<file path="config.mk">
export PLATFORM = sky130hd
export DESIGN_NAME = mem_stage_ctrl
export DESIGN_NICKNAME = d
export VERILOG_FILES = /design/src/rtl/mem_stage_ctrl.sv
export SDC_FILE = /design/constraint.sdc
export NUM_CORES = 1
export LEC_CHECK = 0
export ABC_CLOCK_PERIOD_IN_PS = 6500
export CAP_MARGIN = 20
export CORE_ASPECT_RATIO = 1.25
export CORE_UTILIZATION = 44
export DETAILED_ROUTE_END_ITERATION = 6
export HOLD_SLACK_MARGIN = 0.15
export PLACE_DENSITY_LB_ADDON = 0.3
export SLEW_MARGIN = 20
export SYNTH_ARGS = -nofsm -noshare
export SYNTH_HDL_FRONTEND = slang
export SYNTH_SLANG_ARGS = --single-unit
</file>
<file path="constraint.sdc">
create_clock -name clk -period 6.5 [get_ports clk]
set_clock_uncertainty 0.15 [all_clocks]
set_input_delay 1.625 -clock clk [delete_from_list [all_inputs] [get_ports clk]]
set_output_delay 1.625 -clock clk [all_outputs]
set_load 0.005 [all_outputs]
</file>
<file path="src/rtl/mem_stage_ctrl.sv">
// mem_stage_ctrl: memory-stage load/store controller, req/ack master to data memory and MEM/WB enable source.
// Optional feature macro MISALIGN_TRAP_EN: misaligned half/word accesses skip the bus and pulse misalign.
module mem_stage_ctrl #(
  parameter int unsigned TIMEOUT_CYCLES = 64
) (
  input  logic        clk,
  input  logic        reset,
  input  logic        req_valid,
  input  logic        req_we,
  input  logic [2:0]  req_funct3,
  input  logic [31:0] req_addr,
  input  logic [31:0] req_wdata,
  output logic        dmem_req,
  output logic        dmem_we,
  output logic [31:0] dmem_addr,
  output logic [31:0] dmem_wdata,
  output logic [3:0]  dmem_be,
  input  logic        dmem_ack,
  input  logic [31:0] dmem_rdata,
  output logic        stall,
  output logic        wb_we,
  output logic [31:0] memres_out,
  output logic        bus_err,
  output logic        misalign
);

  localparam logic [1:0] IDLE   = 2'd0;
  localparam logic [1:0] ACCESS = 2'd1;
  localparam logic [1:0] RESP   = 2'd2;

  localparam logic [1:0] SZ_BYTE = 2'd0;
  localparam logic [1:0] SZ_HALF = 2'd1;
  localparam logic [1:0] SZ_WORD = 2'd2;

  localparam logic [7:0] COUNT_LAST = 8'(TIMEOUT_CYCLES - 1);

  logic [1:0]  state_q, state_d;
  logic [7:0]  count_q, count_d;
  logic [31:0] addr_q, addr_d;
  logic        we_q, we_d;
  logic [2:0]  funct3_q, funct3_d;
  logic [31:0] wdata_q, wdata_d;
  logic [31:0] memres_q, memres_d;
  logic        bus_err_q, bus_err_d;

  logic        access;
  logic [1:0]  lane;
  logic [1:0]  size_lat;
  logic [3:0]  be_lat;
  logic [31:0] wdata_rep;
  logic [7:0]  rd_byte;
  logic [15:0] rd_half;
  logic [31:0] load_fmt;
  logic        stall_c;

  // Stores only know SB/SH; loads also treat funct3 4/5 as byte/half (unsigned forms).
  function automatic logic [1:0] access_size(input logic we, input logic [2:0] f3);
    logic [1:0] sz;
    if (we) begin
      if (f3 == 3'd0)      sz = SZ_BYTE;
      else if (f3 == 3'd1) sz = SZ_HALF;
      else                 sz = SZ_WORD;
    end else begin
      case (f3[1:0])
        2'd0:    sz = SZ_BYTE;
        2'd1:    sz = SZ_HALF;
        default: sz = SZ_WORD;
      endcase
    end
    return sz;
  endfunction

`ifdef MISALIGN_TRAP_EN
  logic misalign_q, misalign_d;
  logic req_misaligned;

  always_comb begin
    case (access_size(req_we, req_funct3))
      SZ_HALF: req_misaligned = req_addr[0];
      SZ_WORD: req_misaligned = |req_addr[1:0];
      default: req_misaligned = 1'b0;
    endcase
  end
`endif

  // Store lane steering from the latched request
  always_comb begin
    lane      = addr_q[1:0];
    size_lat  = access_size(we_q, funct3_q);
    be_lat    = 4'b1111;
    wdata_rep = wdata_q;
    if (we_q) begin
      case (size_lat)
        SZ_BYTE: begin
          be_lat    = 4'b0001 << lane;
          wdata_rep = {4{wdata_q[7:0]}};
        end
        SZ_HALF: begin
          be_lat    = 4'b0011 << {lane[1], 1'b0};
          wdata_rep = {2{wdata_q[15:0]}};
        end
        default: ;
      endcase
    end
  end

  // Load result formatting
  always_comb begin
    case (lane)
      2'd0:    rd_byte = dmem_rdata[7:0];
      2'd1:    rd_byte = dmem_rdata[15:8];
      2'd2:    rd_byte = dmem_rdata[23:16];
      default: rd_byte = dmem_rdata[31:24];
    endcase
    rd_half = lane[1] ? dmem_rdata[31:16] : dmem_rdata[15:0];
    case (funct3_q)
      3'd0:    load_fmt = {{24{rd_byte[7]}}, rd_byte};
      3'd4:    load_fmt = {24'b0, rd_byte};
      3'd1:    load_fmt = {{16{rd_half[15]}}, rd_half};
      3'd5:    load_fmt = {16'b0, rd_half};
      default: load_fmt = dmem_rdata;
    endcase
  end

  always_comb begin
    state_d   = state_q;
    count_d   = count_q;
    addr_d    = addr_q;
    we_d      = we_q;
    funct3_d  = funct3_q;
    wdata_d   = wdata_q;
    memres_d  = memres_q;
    bus_err_d = 1'b0;
`ifdef MISALIGN_TRAP_EN
    misalign_d = 1'b0;
`endif
    case (state_q)
      IDLE: begin
        count_d = '0;
        if (req_valid) begin
          addr_d   = req_addr;
          we_d     = req_we;
          funct3_d = req_funct3;
          wdata_d  = req_wdata;
          state_d  = ACCESS;
`ifdef MISALIGN_TRAP_EN
          if (req_misaligned) begin
            state_d    = RESP;
            misalign_d = 1'b1;
            memres_d   = '0;
          end
`endif
        end
      end
      ACCESS: begin
        // Ack is tested first so it wins over a coincident timeout
        if (dmem_ack) begin
          if (!we_q) memres_d = load_fmt;
          state_d = RESP;
          count_d = '0;
        end else if (count_q == COUNT_LAST) begin
          state_d   = RESP;
          bus_err_d = 1'b1;
          memres_d  = '0;
          count_d   = '0;
        end else begin
          count_d = count_q + 8'd1;
        end
      end
      RESP: begin
        count_d = '0;
        state_d = IDLE;
      end
      default: begin
        count_d = '0;
        state_d = IDLE;
      end
    endcase
  end

  always_ff @(posedge clk or posedge reset) begin
    if (reset) begin
      state_q   <= IDLE;
      count_q   <= '0;
      addr_q    <= '0;
      we_q      <= 1'b0;
      funct3_q  <= '0;
      wdata_q   <= '0;
      memres_q  <= '0;
      bus_err_q <= 1'b0;
`ifdef MISALIGN_TRAP_EN
      misalign_q <= 1'b0;
`endif
    end else begin
      state_q   <= state_d;
      count_q   <= count_d;
      addr_q    <= addr_d;
      we_q      <= we_d;
      funct3_q  <= funct3_d;
      wdata_q   <= wdata_d;
      memres_q  <= memres_d;
      bus_err_q <= bus_err_d;
`ifdef MISALIGN_TRAP_EN
      misalign_q <= misalign_d;
`endif
    end
  end

  // Reset gates stall so wb_we reads 1 while reset is held, even with req_valid high
  always_comb begin
    case (state_q)
      IDLE:    stall_c = req_valid & ~reset;
      ACCESS:  stall_c = 1'b1;
      default: stall_c = 1'b0;
    endcase
  end

  assign access     = (state_q == ACCESS);
  assign dmem_req   = access;
  assign dmem_we    = access & we_q;
  assign dmem_be    = access ? be_lat : '0;
  assign dmem_addr  = {addr_q[31:2], 2'b00};
  assign dmem_wdata = wdata_rep;
  assign stall      = stall_c;
  assign wb_we      = ~stall_c;
  assign memres_out = memres_q;
  assign bus_err    = bus_err_q;
`ifdef MISALIGN_TRAP_EN
  assign misalign   = misalign_q;
`else
  assign misalign   = 1'b0;
`endif

endmodule

</file>
==> metrics.txt, run 1 <==
status finished, final reports clean; syn_area_per_cell 11.8 sq um; YS warnings 0; CP Launch Type flip-flop; Mapped Cells 464; ys flop type dfrtp_1; crit path kind flip-flop to primary output; Num CTS Buffers 9; Worst slew margin 28.8%; Min-Delay Endpoint memres_out[8]$_DFFE_PP0P_; H-tree depth 3; CTS max path bufs 2; DRC errors left 0; Ports 210; clock edge transition at the registers on the reported setup and hold paths 0.07 ns; Cell Chain, Critical Path inv_1, and3_1, buf_4, and2_1, mux2_2, clkdlybuf4s50_1; Fin Hold WS 0.337 ns; Hold Path Class flip-flop to flip-flop; via count 4,135; pwr dens 463 mW/mm^2; Clk Latency, worst-skew pair 0.35 ns; CP delay by family, top buffers and inverters; TritonCTS clock tree yes; die height 127 um; Clock Sinks 111; largest cells by area after synthesis dfrtp_1 (51%), mux2_2 (17%), buf_4 (5.6%); hold-critical path depth 1; Worst path max stage delay 0.69 ns; VDD IR-drop max 265 uV; setup TNS 0 ns; Via density 5.25; sequential area share after synthesis 50.7%; largest net degree at the start of global routing 70; Site Rows 45; r2r endpoint memres_out[0]$_DFFE_PP0P_; antenna cells 0; Hold Vio Cnt, Final 0; reg2reg path depth 4; LEAKAGE 0.00315 uW; Final Max Tran Viols 0; most frequent cells after synthesis dfrtp_1 (111), mux2_2 (83), buf_4 (41); Crit path depth 6; TritonRoute pass-1 iters 4; WP buf/inv 3; RR Startpoint funct3_q[0]$_DFFE_PP0P_; Synth Register Bits 111; Detailed Route Iter0 Violations 170; cts-stage hold buffer count 0; Yosys cell types 45; ys async rst share 100%; Fillers 1,008; Tmin final 4.94 ns; Final Net Count 723; Root Buffer clkbuf_16; r2r setup slk 3.77 ns; initial antenna violation count 0; Worst EP required 4.72 ns; postcts setup bufs 0; Area growth, synth to finish 39.8%; core footprint 0.0122 sq mm; Final period util 75.9%; Die Span X 102 um; Worst Path Arrival 3.16 ns; HPWL Detailed 9.99 mm; CP endpoint kind primary output; routed len/inst 17.4 um; Worst path slowest cell dfrtp_1; fin area 0.00766 sq mm; dominant cell by count in the synthesized netlist dfrtp_1; Mapped Area 0.00548 sq mm; initial core utilization 45.1%; Post-CTS Resized 0; die area 0.0129 sq mm; GPL Wtd Cong 0.837; I/O Buffers 206; top cell type's share of synthesized area 50.7%; Hold Path Origin memres_out[8]$_DFFE_PP0P_; Overflow after GRT 0; Max Fclk 203 MHz; Routed WL 13.7 mm; ratio of cells with drive above 1 in the final layout 17.8%; vias in the first global route 4,200; first-pass GRT wire length 21.8 mm; crit path max fanout 29; EDFF count, synth 0; RSZ-0062 raised after global routing no; area post-placement 0.00736 sq mm; Max Cap Viol 0; overall routing resource usage 22.1%; Slew @ Worst Pin 1.06 ns; top cell type by total area after synthesis dfrtp_1; endpoints failing setup 0; post-route ant nets 0
layout make-up:
cell class	instances	area, sq um	share of cell area [%]
Inverter	6	25.0	0.327
Clock buffer	10	229	2.99
Sequential cell	111	2780	36.3
Timing Repair Buffer	211	2100	27.4
Clock inverter	6	66.3	0.866
Tap cell	164	205	2.68
Multi-Input combinational cell	279	2260	29.5
cells by family after synthesis:
kind of cell,Yosys count,synth area share [%]
AOI/OAI and AO/OA,73,9.50
xor gates and xnor gates,5,0.799
adders and majority gates,1,0.228
buffers and inverters,76,8.43
DFF,111,50.7
muxes,98,20.0
other,1,0.0684
and+or+nand+nor,99,10.3
worst max-delay path by stage:
| stage | start | to | slack [ns] |
|---|---|---|---|
| floorplan | reset | stall | 0.23 |
| global placement | reset | stall | 1.72 |
| detailed placement | reset | stall | 1.72 |
| CTS | funct3_q[1]$_DFFE_PP0P_ | dmem_wdata[9] | 1.57 |
| global route | funct3_q[1]$_DFFE_PP0P_ | dmem_wdata[9] | 1.33 |
| finish | funct3_q[1]$_DFFE_PP0P_ | dmem_wdata[9] | 1.56 |
metal layers:
| metal | part of all wire (%) | global-route usage (%) |
|---|---|---|
| met2 | 51 | 37.4 |
| met4 | 3.2 | 9.66 |
| met1 | 39 | 25.6 |
| met3 | 7.2 | 6.67 |
| met5 | 0 | 0 |
per-stage QoR:
step | setup slack (ns) | power [uW] | utilization (%) | std cells
final | 1.56 | 3550 | 63.0 | 787
after CTS | 1.57 | 3590 | 63.0 | 787
after global routing | 1.33 | 3780 | 63.0 | 787
after detailed placement | 1.72 | 3020 | 60.6 | 771
after floorplan | 0.232 | 2220 | - | 466
after global placement | 1.72 | 2970 | 60.5 | 771
where the power goes:
group / internal, uW / switching [uW]
combinational: 1120 / 611
sequential: 1000 / 260
clock: 302 / 257
cells in the final DEF (no fill, tap or decap), types with 2 or more instances in the layout:
| master | count |
|---|---|
| nand2b_1 | 21 |
| clkdlybuf4s50_1 | 206 |
| conb_1 | 3 |
| a21oi_1 | 16 |
| and2_1 | 5 |
| a221o_1 | 13 |
| clkinv_2 | 2 |
| inv_6 | 2 |
| dfrtp_1 | 111 |
| mux2i_1 | 14 |
| nand3_1 | 18 |
| o21ai_0 | 11 |
| mux2_2 | 83 |
| buf_4 | 5 |
| a31oi_1 | 7 |
| a21o_1 | 2 |
| nand3b_1 | 6 |
| nor2_1 | 17 |
| and3_1 | 8 |
| xor2_1 | 4 |
| a22o_1 | 16 |
| o22ai_1 | 2 |
| nand4_1 | 2 |
| inv_1 | 5 |
| clkbuf_16 | 9 |
| nand2_1 | 12 |
flip-flops by register name (all words and copies together), names as in the netlist:
register,flops
addr_q,32
bus_err,1
count_q,8
funct3_q,3
memres_out,32
state_q,2
wdata_q,32
we_q,1
worst register-to-register path: cells and delay by family (launching register included):
| kind | cells | cell delay (ns) |
|---|---|---|
| and+or+nand+nor | 2 | 1.22 |
| AOI/OAI and AO/OA | 2 | 0.48 |
| DFF | 1 | 0.76 |
Note: power is estimated with default switching activity, not from simulation.
==> run 2: changes to the inputs <==
--- a/config.mk
+++ b/config.mk
@@ -5,7 +5,7 @@
 export SDC_FILE = /design/constraint.sdc
 export NUM_CORES = 1
 export LEC_CHECK = 0
-export ABC_CLOCK_PERIOD_IN_PS = 6500
+export ABC_CLOCK_PERIOD_IN_PS = 4900
 export CAP_MARGIN = 20
 export CORE_ASPECT_RATIO = 1.25
 export CORE_UTILIZATION = 44
==> constraint.sdc (replaced) <==
create_clock -name clk -period 4.9 [get_ports clk]
set_clock_uncertainty 0.15 [all_clocks]
set_input_delay 1.225 -clock clk [delete_from_list [all_inputs] [get_ports clk]]
set_output_delay 1.225 -clock clk [all_outputs]
set_load 0.005 [all_outputs]
==> metrics.txt, run 2 (synthesized netlist as in run 1, its figures left out) <==
Hold Path Class flip-flop to flip-flop; core footprint 0.0122 sq mm (unchanged); Reg area 0.00278 sq mm (unchanged); Area growth, synth to finish 40.3%; Slew @ Worst Pin 0.913 ns (-0.148 ns); Worst slew margin 38.6% (+9.8 points); cts-stage hold buffer count 0 (unchanged); postcts setup bufs 0 (unchanged); commonest non-fill, non-tap cell in the layout clkdlybuf4s50_1; Tmin final 4.02 ns; I/O Buffers 206 (unchanged); Post-CTS Resized 0 (unchanged); Max Cap Viol 0 (unchanged); crit path max fanout 2 (-93%); Clk Latency, worst-skew pair 0.34 ns (about the same); Routed WL 13.8 mm (+0.74%); VDD IR-drop max 336 uV (+26%); crit path kind input port to primary output; Worst Path Arrival 2.65 ns (-0.51 ns); Overflow after GRT 0 (unchanged); Site Rows 45 (unchanged); H-tree depth 3 (unchanged); first-pass GRT wire length 22.5 mm (+3.4%); most used cell, CP clkdlybuf4s50_1; top routing layer used met4; ratio of cells with drive above 1 in the final layout 18.4% (+0.62 points); clock edge transition at the registers on the reported setup and hold paths 0.07 ns (about the same); HPWL Detailed 10.2 mm (+1.8%); Worst Slack Setup Final 0.879 ns (-0.686 ns); Setup WS pre-CTS 0.881 ns (-0.839 ns); Max Fclk 249 MHz; met2 WL 7.25 mm (+4.4%); Root Buffer clkbuf_16; area of the multi-input gates 0.00225 sq mm (-0.22%); post-route ant nets 0 (unchanged); initial antenna violation count 0 (unchanged); Via density 5.18 (-1.4%); met3 WL 939 um (-5.3%); Fillers 1,027 (+1.9%); Num CTS Buffers 9 (unchanged); CP Launch Type input port; initial core utilization 45.1% (unchanged); antenna cells 0 (unchanged); Worst path max stage delay 0.49 ns (-0.20 ns); TritonCTS clock tree yes; Worst path slowest cell clkdlybuf4s50_1; Hold Vio Cnt, Final 0 (unchanged); setup TNS 0 ns (unchanged); commonest non-fill, non-tap cells in the layout clkdlybuf4s50_1 (206), dfrtp_1 (111), mux2_2 (83); Die Span X 102 um (unchanged); CP endpoint kind primary output; DRC errors left 0 (unchanged); largest net degree at the start of global routing 85 (+21%); RSZ-0062 raised after global routing no; Worst EP required 3.52 ns (-1.20 ns); routed len/inst 17.4 um (about the same); Final Max Tran Viols 0 (unchanged); Detailed Route Iter0 Violations 171 (+0.59%); TritonRoute pass-1 iters 4 (unchanged); Final period util 82.1%; pwr dens 609 mW/mm^2 (+31%); Clock Sinks 111 (unchanged); die area 0.0129 sq mm (unchanged); GPL Wtd Cong 0.811 (-3.0%); die height 127 um (unchanged); Met1 Wirelength 5.42 mm (+2.1%); LEAKAGE 0.00316 uW (+0.41%); vias in the first global route 4,419 (+5.2%); Ports 210 (unchanged); endpoints failing setup 0 (unchanged); via count 4,107 (-0.68%); Cell Chain, Critical Path clkdlybuf4s50_1, clkinvlp_4, a21oi_1, or2_2, inv_1, clkdlybuf4s50_1; CTS max path bufs 2 (unchanged); Final Net Count 729 (+0.83%); overall routing resource usage 22.5% (+0.41 points); status finished, final reports clean
## run 2: changes by cell type in the layout (fill, tap and decap cells not counted), sizes merged
cell      previous run  this run
clkbuf              10        13
bufinv               1         0
clkinvlp             0         2
clkinv               3         2
buf                  5        11
inv                  8         5
## run 2: final cells by class
cell class | count | share of cell area [%]
Tap cell | 164 | 2.67
Clock buffer | 13 | 3.39
Multi-Input combinational cell | 279 | 29.3
Clock inverter | 3 | 0.228
Inverter | 6 | 0.342
Timing Repair Buffer | 217 | 27.9
Sequential cell | 111 | 36.1
## run 2: final timing paths
check | startpoint | endpoint | slack (ns) | cells past startpoint
worst min register to register | memres_out[15]$_DFFE_PP0P_ | memres_out[15]$_DFFE_PP0P_ | 0.34 | 1
max in group asynchronous | reset | wdata_q[18]$_DFFE_PP0P_ | 2.37 | 4
worst min-delay path | memres_out[15]$_DFFE_PP0P_ | memres_out[15]$_DFFE_PP0P_ | 0.34 | 1
worst max-delay path | reset | stall | 0.88 | 6
worst max register to register | state_q[1]$_DFFE_PP0P_ | memres_out[11]$_DFFE_PP0P_ | 2.78 | 5
min in group asynchronous | reset | memres_out[7]$_DFFE_PP0P_ | 1.19 | 3
## run 2: critical path: cells and delay by family
kind,cells,cell delay (ns)
buffers and inverters,4,1.07
AOI/OAI and AO/OA,1,0.06
and+or+nand+nor,1,0.28
## run 2: stage by stage
step                hold slack (ns)  total power (uW)  area (sq um)  utilization, %  cells
floorplan                     0.323              2940          5490               -    466
global route                  0.363              5000          7690            63.2    793
finish                        0.341              4680          7690            63.2    793
CTS                           0.343              4730          7680            63.2    793
detailed placement            0.326              4020          7410            60.9    777
global placement              0.318              3950          7410            60.9    777
## run 2: metal layers
| metal | vias up | track usage, % |
|---|---|---|
| li1 | 1936 | - |
| met1 | 2014 | 26.7 |
| met2 | 145 | 39.8 |
| met3 | 12 | 5.73 |
| met4 | 0 | 6.47 |
| met5 | - | 0 |
## run 2: power by group
group / internal (uW) / switching, uW / leakage (uW)
clock network: 372 / 324 / 0.000136
registers: 1330 / 284 / 0.00135
logic: 1500 / 869 / 0.00167
==> run 3: changes to the inputs <==
--- a/config.mk
+++ b/config.mk
@@ -5,7 +5,7 @@
 export SDC_FILE = /design/constraint.sdc
 export NUM_CORES = 1
 export LEC_CHECK = 0
-export ABC_CLOCK_PERIOD_IN_PS = 4900
+export ABC_CLOCK_PERIOD_IN_PS = 4100
 export CAP_MARGIN = 20
 export CORE_ASPECT_RATIO = 1.25
 export CORE_UTILIZATION = 44
==> constraint.sdc (replaced) <==
create_clock -name clk -period 4.1 [get_ports clk]
set_clock_uncertainty 0.15 [all_clocks]
set_input_delay 1.025 -clock clk [delete_from_list [all_inputs] [get_ports clk]]
set_output_delay 1.025 -clock clk [all_outputs]
set_load 0.005 [all_outputs]
==> metrics.txt, run 3 (synthesized netlist as in run 1, its figures left out) <==
commonest non-fill, non-tap cell in the layout clkdlybuf4s50_1; setup TNS 0 ns (unchanged); Hold Path Class flip-flop to flip-flop; fin area 0.00769 sq mm (about the same); CP Launch Type input port; Tmin final 3.62 ns; Via density 5.24 (+1.1%); Hold Vio Cnt, Final 0 (unchanged); H-tree depth 3 (unchanged); postcts setup bufs 0 (unchanged); I/O Buffers 206 (unchanged); Worst EP required 2.92 ns (-0.60 ns); Worst Slack Setup Final 0.483 ns (-0.395 ns); first-pass GRT wire length 21.3 mm (-5.4%); CTS max path bufs 2 (unchanged); Fillers 1,015 (-1.2%); VDD IR-drop max 399 uV (+19%); routed len/inst 16.9 um (-3.0%); Max Cap Viol 0 (unchanged); Area growth, synth to finish 40.3% (about the same); Fin Hold WS 0.332 ns (-0.00895 ns); Overflow after GRT 0 (unchanged); die height 127 um (unchanged); initial antenna violation count 0 (unchanged); DRC errors left 0 (unchanged); post-route ant nets 0 (unchanged); Clk Latency, worst-skew pair 0.34 ns (about the same); TritonRoute pass-1 iters 4 (unchanged); overall routing resource usage 21.3% (-1.3 points); initial core utilization 45.1% (unchanged); Root Buffer clkbuf_16; endpoints failing setup 0 (unchanged); ratio of cells with drive above 1 in the final layout 18.3% (-0.10 points); commonest non-fill, non-tap cells in the layout clkdlybuf4s50_1 (206), dfrtp_1 (111), mux2_2 (83); crit path max fanout 2 (unchanged); Final Net Count 728 (-0.14%); Worst slew margin 38.6% (about the same); cts-stage hold buffer count 0 (unchanged); Max Fclk 277 MHz; clock edge transition at the registers on the reported setup and hold paths 0.07 ns (about the same); vias in the first global route 4,233 (-4.2%); Ports 210 (unchanged); via count 4,142 (+0.85%); Final period util 88.2%; status finished, final reports clean; Detailed Route Iter0 Violations 137 (-20%); power consumption 5570 uW (+19%); antenna cells 0 (unchanged); pwr dens 725 mW/mm^2 (+19%); core footprint 0.0122 sq mm (unchanged); Die Span X 102 um (unchanged); crit path kind input port to primary output; Post-CTS Resized 0 (unchanged); CP endpoint kind primary output; Site Rows 45 (unchanged); LEAKAGE 0.00316 uW (about the same); HPWL Detailed 9.88 mm (-2.8%); Num CTS Buffers 9 (unchanged); TritonCTS clock tree yes; Clock Sinks 111 (unchanged); GPL Wtd Cong 0.839 (+3.4%); Routed WL 13.3 mm (-3.2%); die area 0.0129 sq mm (unchanged); largest net degree at the start of global routing 73 (-14%); Final Max Tran Viols 0 (unchanged); Worst Path Arrival 2.44 ns (-0.21 ns); area post-placement 0.00740 sq mm (about the same); Setup WS pre-CTS 0.486 ns (-0.396 ns); RSZ-0062 raised after global routing no; Slew @ Worst Pin 0.913 ns (-0.000291 ns)
[run 3: cell type report]
class / count / area [sq um] / area share (%)
tap: 164 / 205 / 2.67
timing repair buffer: 216 / 2150 / 28.0
clock buffer: 12 / 256 / 3.34
multi-input combinational: 279 / 2250 / 29.3
inverter: 6 / 26.3 / 0.342
sequential: 111 / 2780 / 36.1
clock inverter: 3 / 18.8 / 0.244
[run 3: path summary, 6_finish.rpt]
path	start	to	slack [ns]	cells past startpoint
max in group asynchronous	reset	wdata_q[2]$_DFFE_PP0P_	1.50	4
setup / recovery	reset	stall	0.48	6
min in group asynchronous	reset	addr_q[17]$_DFFE_PP0P_	1.09	3
hold / removal	memres_out[8]$_DFFE_PP0P_	memres_out[8]$_DFFE_PP0P_	0.33	1
hold reg to reg	memres_out[8]$_DFFE_PP0P_	memres_out[8]$_DFFE_PP0P_	0.33	1
setup reg to reg	addr_q[1]$_DFFE_PP0P_	memres_out[18]$_DFFE_PP0P_	1.94	5
[run 3: layer usage]
layer | up-vias | global-route usage (%) | share of wire (%)
met5 | - | 0 | 0
met4 | 0 | 7.39 | 1.9
li1 | 1927 | - | -
met2 | 151 | 37.2 | 52
met3 | 19 | 5.56 | 6.7
met1 | 2045 | 24.8 | 40
[run 3: metrics by stage]
stage	cells	util [%]
6_report	791	63.2
2_1_floorplan	466	-
5_1_grt	791	63.2
4_1_cts	790	63.1
3_3_place_gp	775	60.9
3_5_place_dp	775	60.9
[run 3: worst max-delay path, cell delays in order]
cell	delay (ns)
clkdlybuf4s50_1	0.44
clkinvlp_4	0.09
a21oi_1	0.05
or2_2	0.28
inv_1	0.06
clkdlybuf4s50_1	0.49
[run 3: power by group]
group	switching (uW)	internal, uW
Combinational	1020	1800
Sequential	344	1590
Clock	374	442
Total	1740	3830
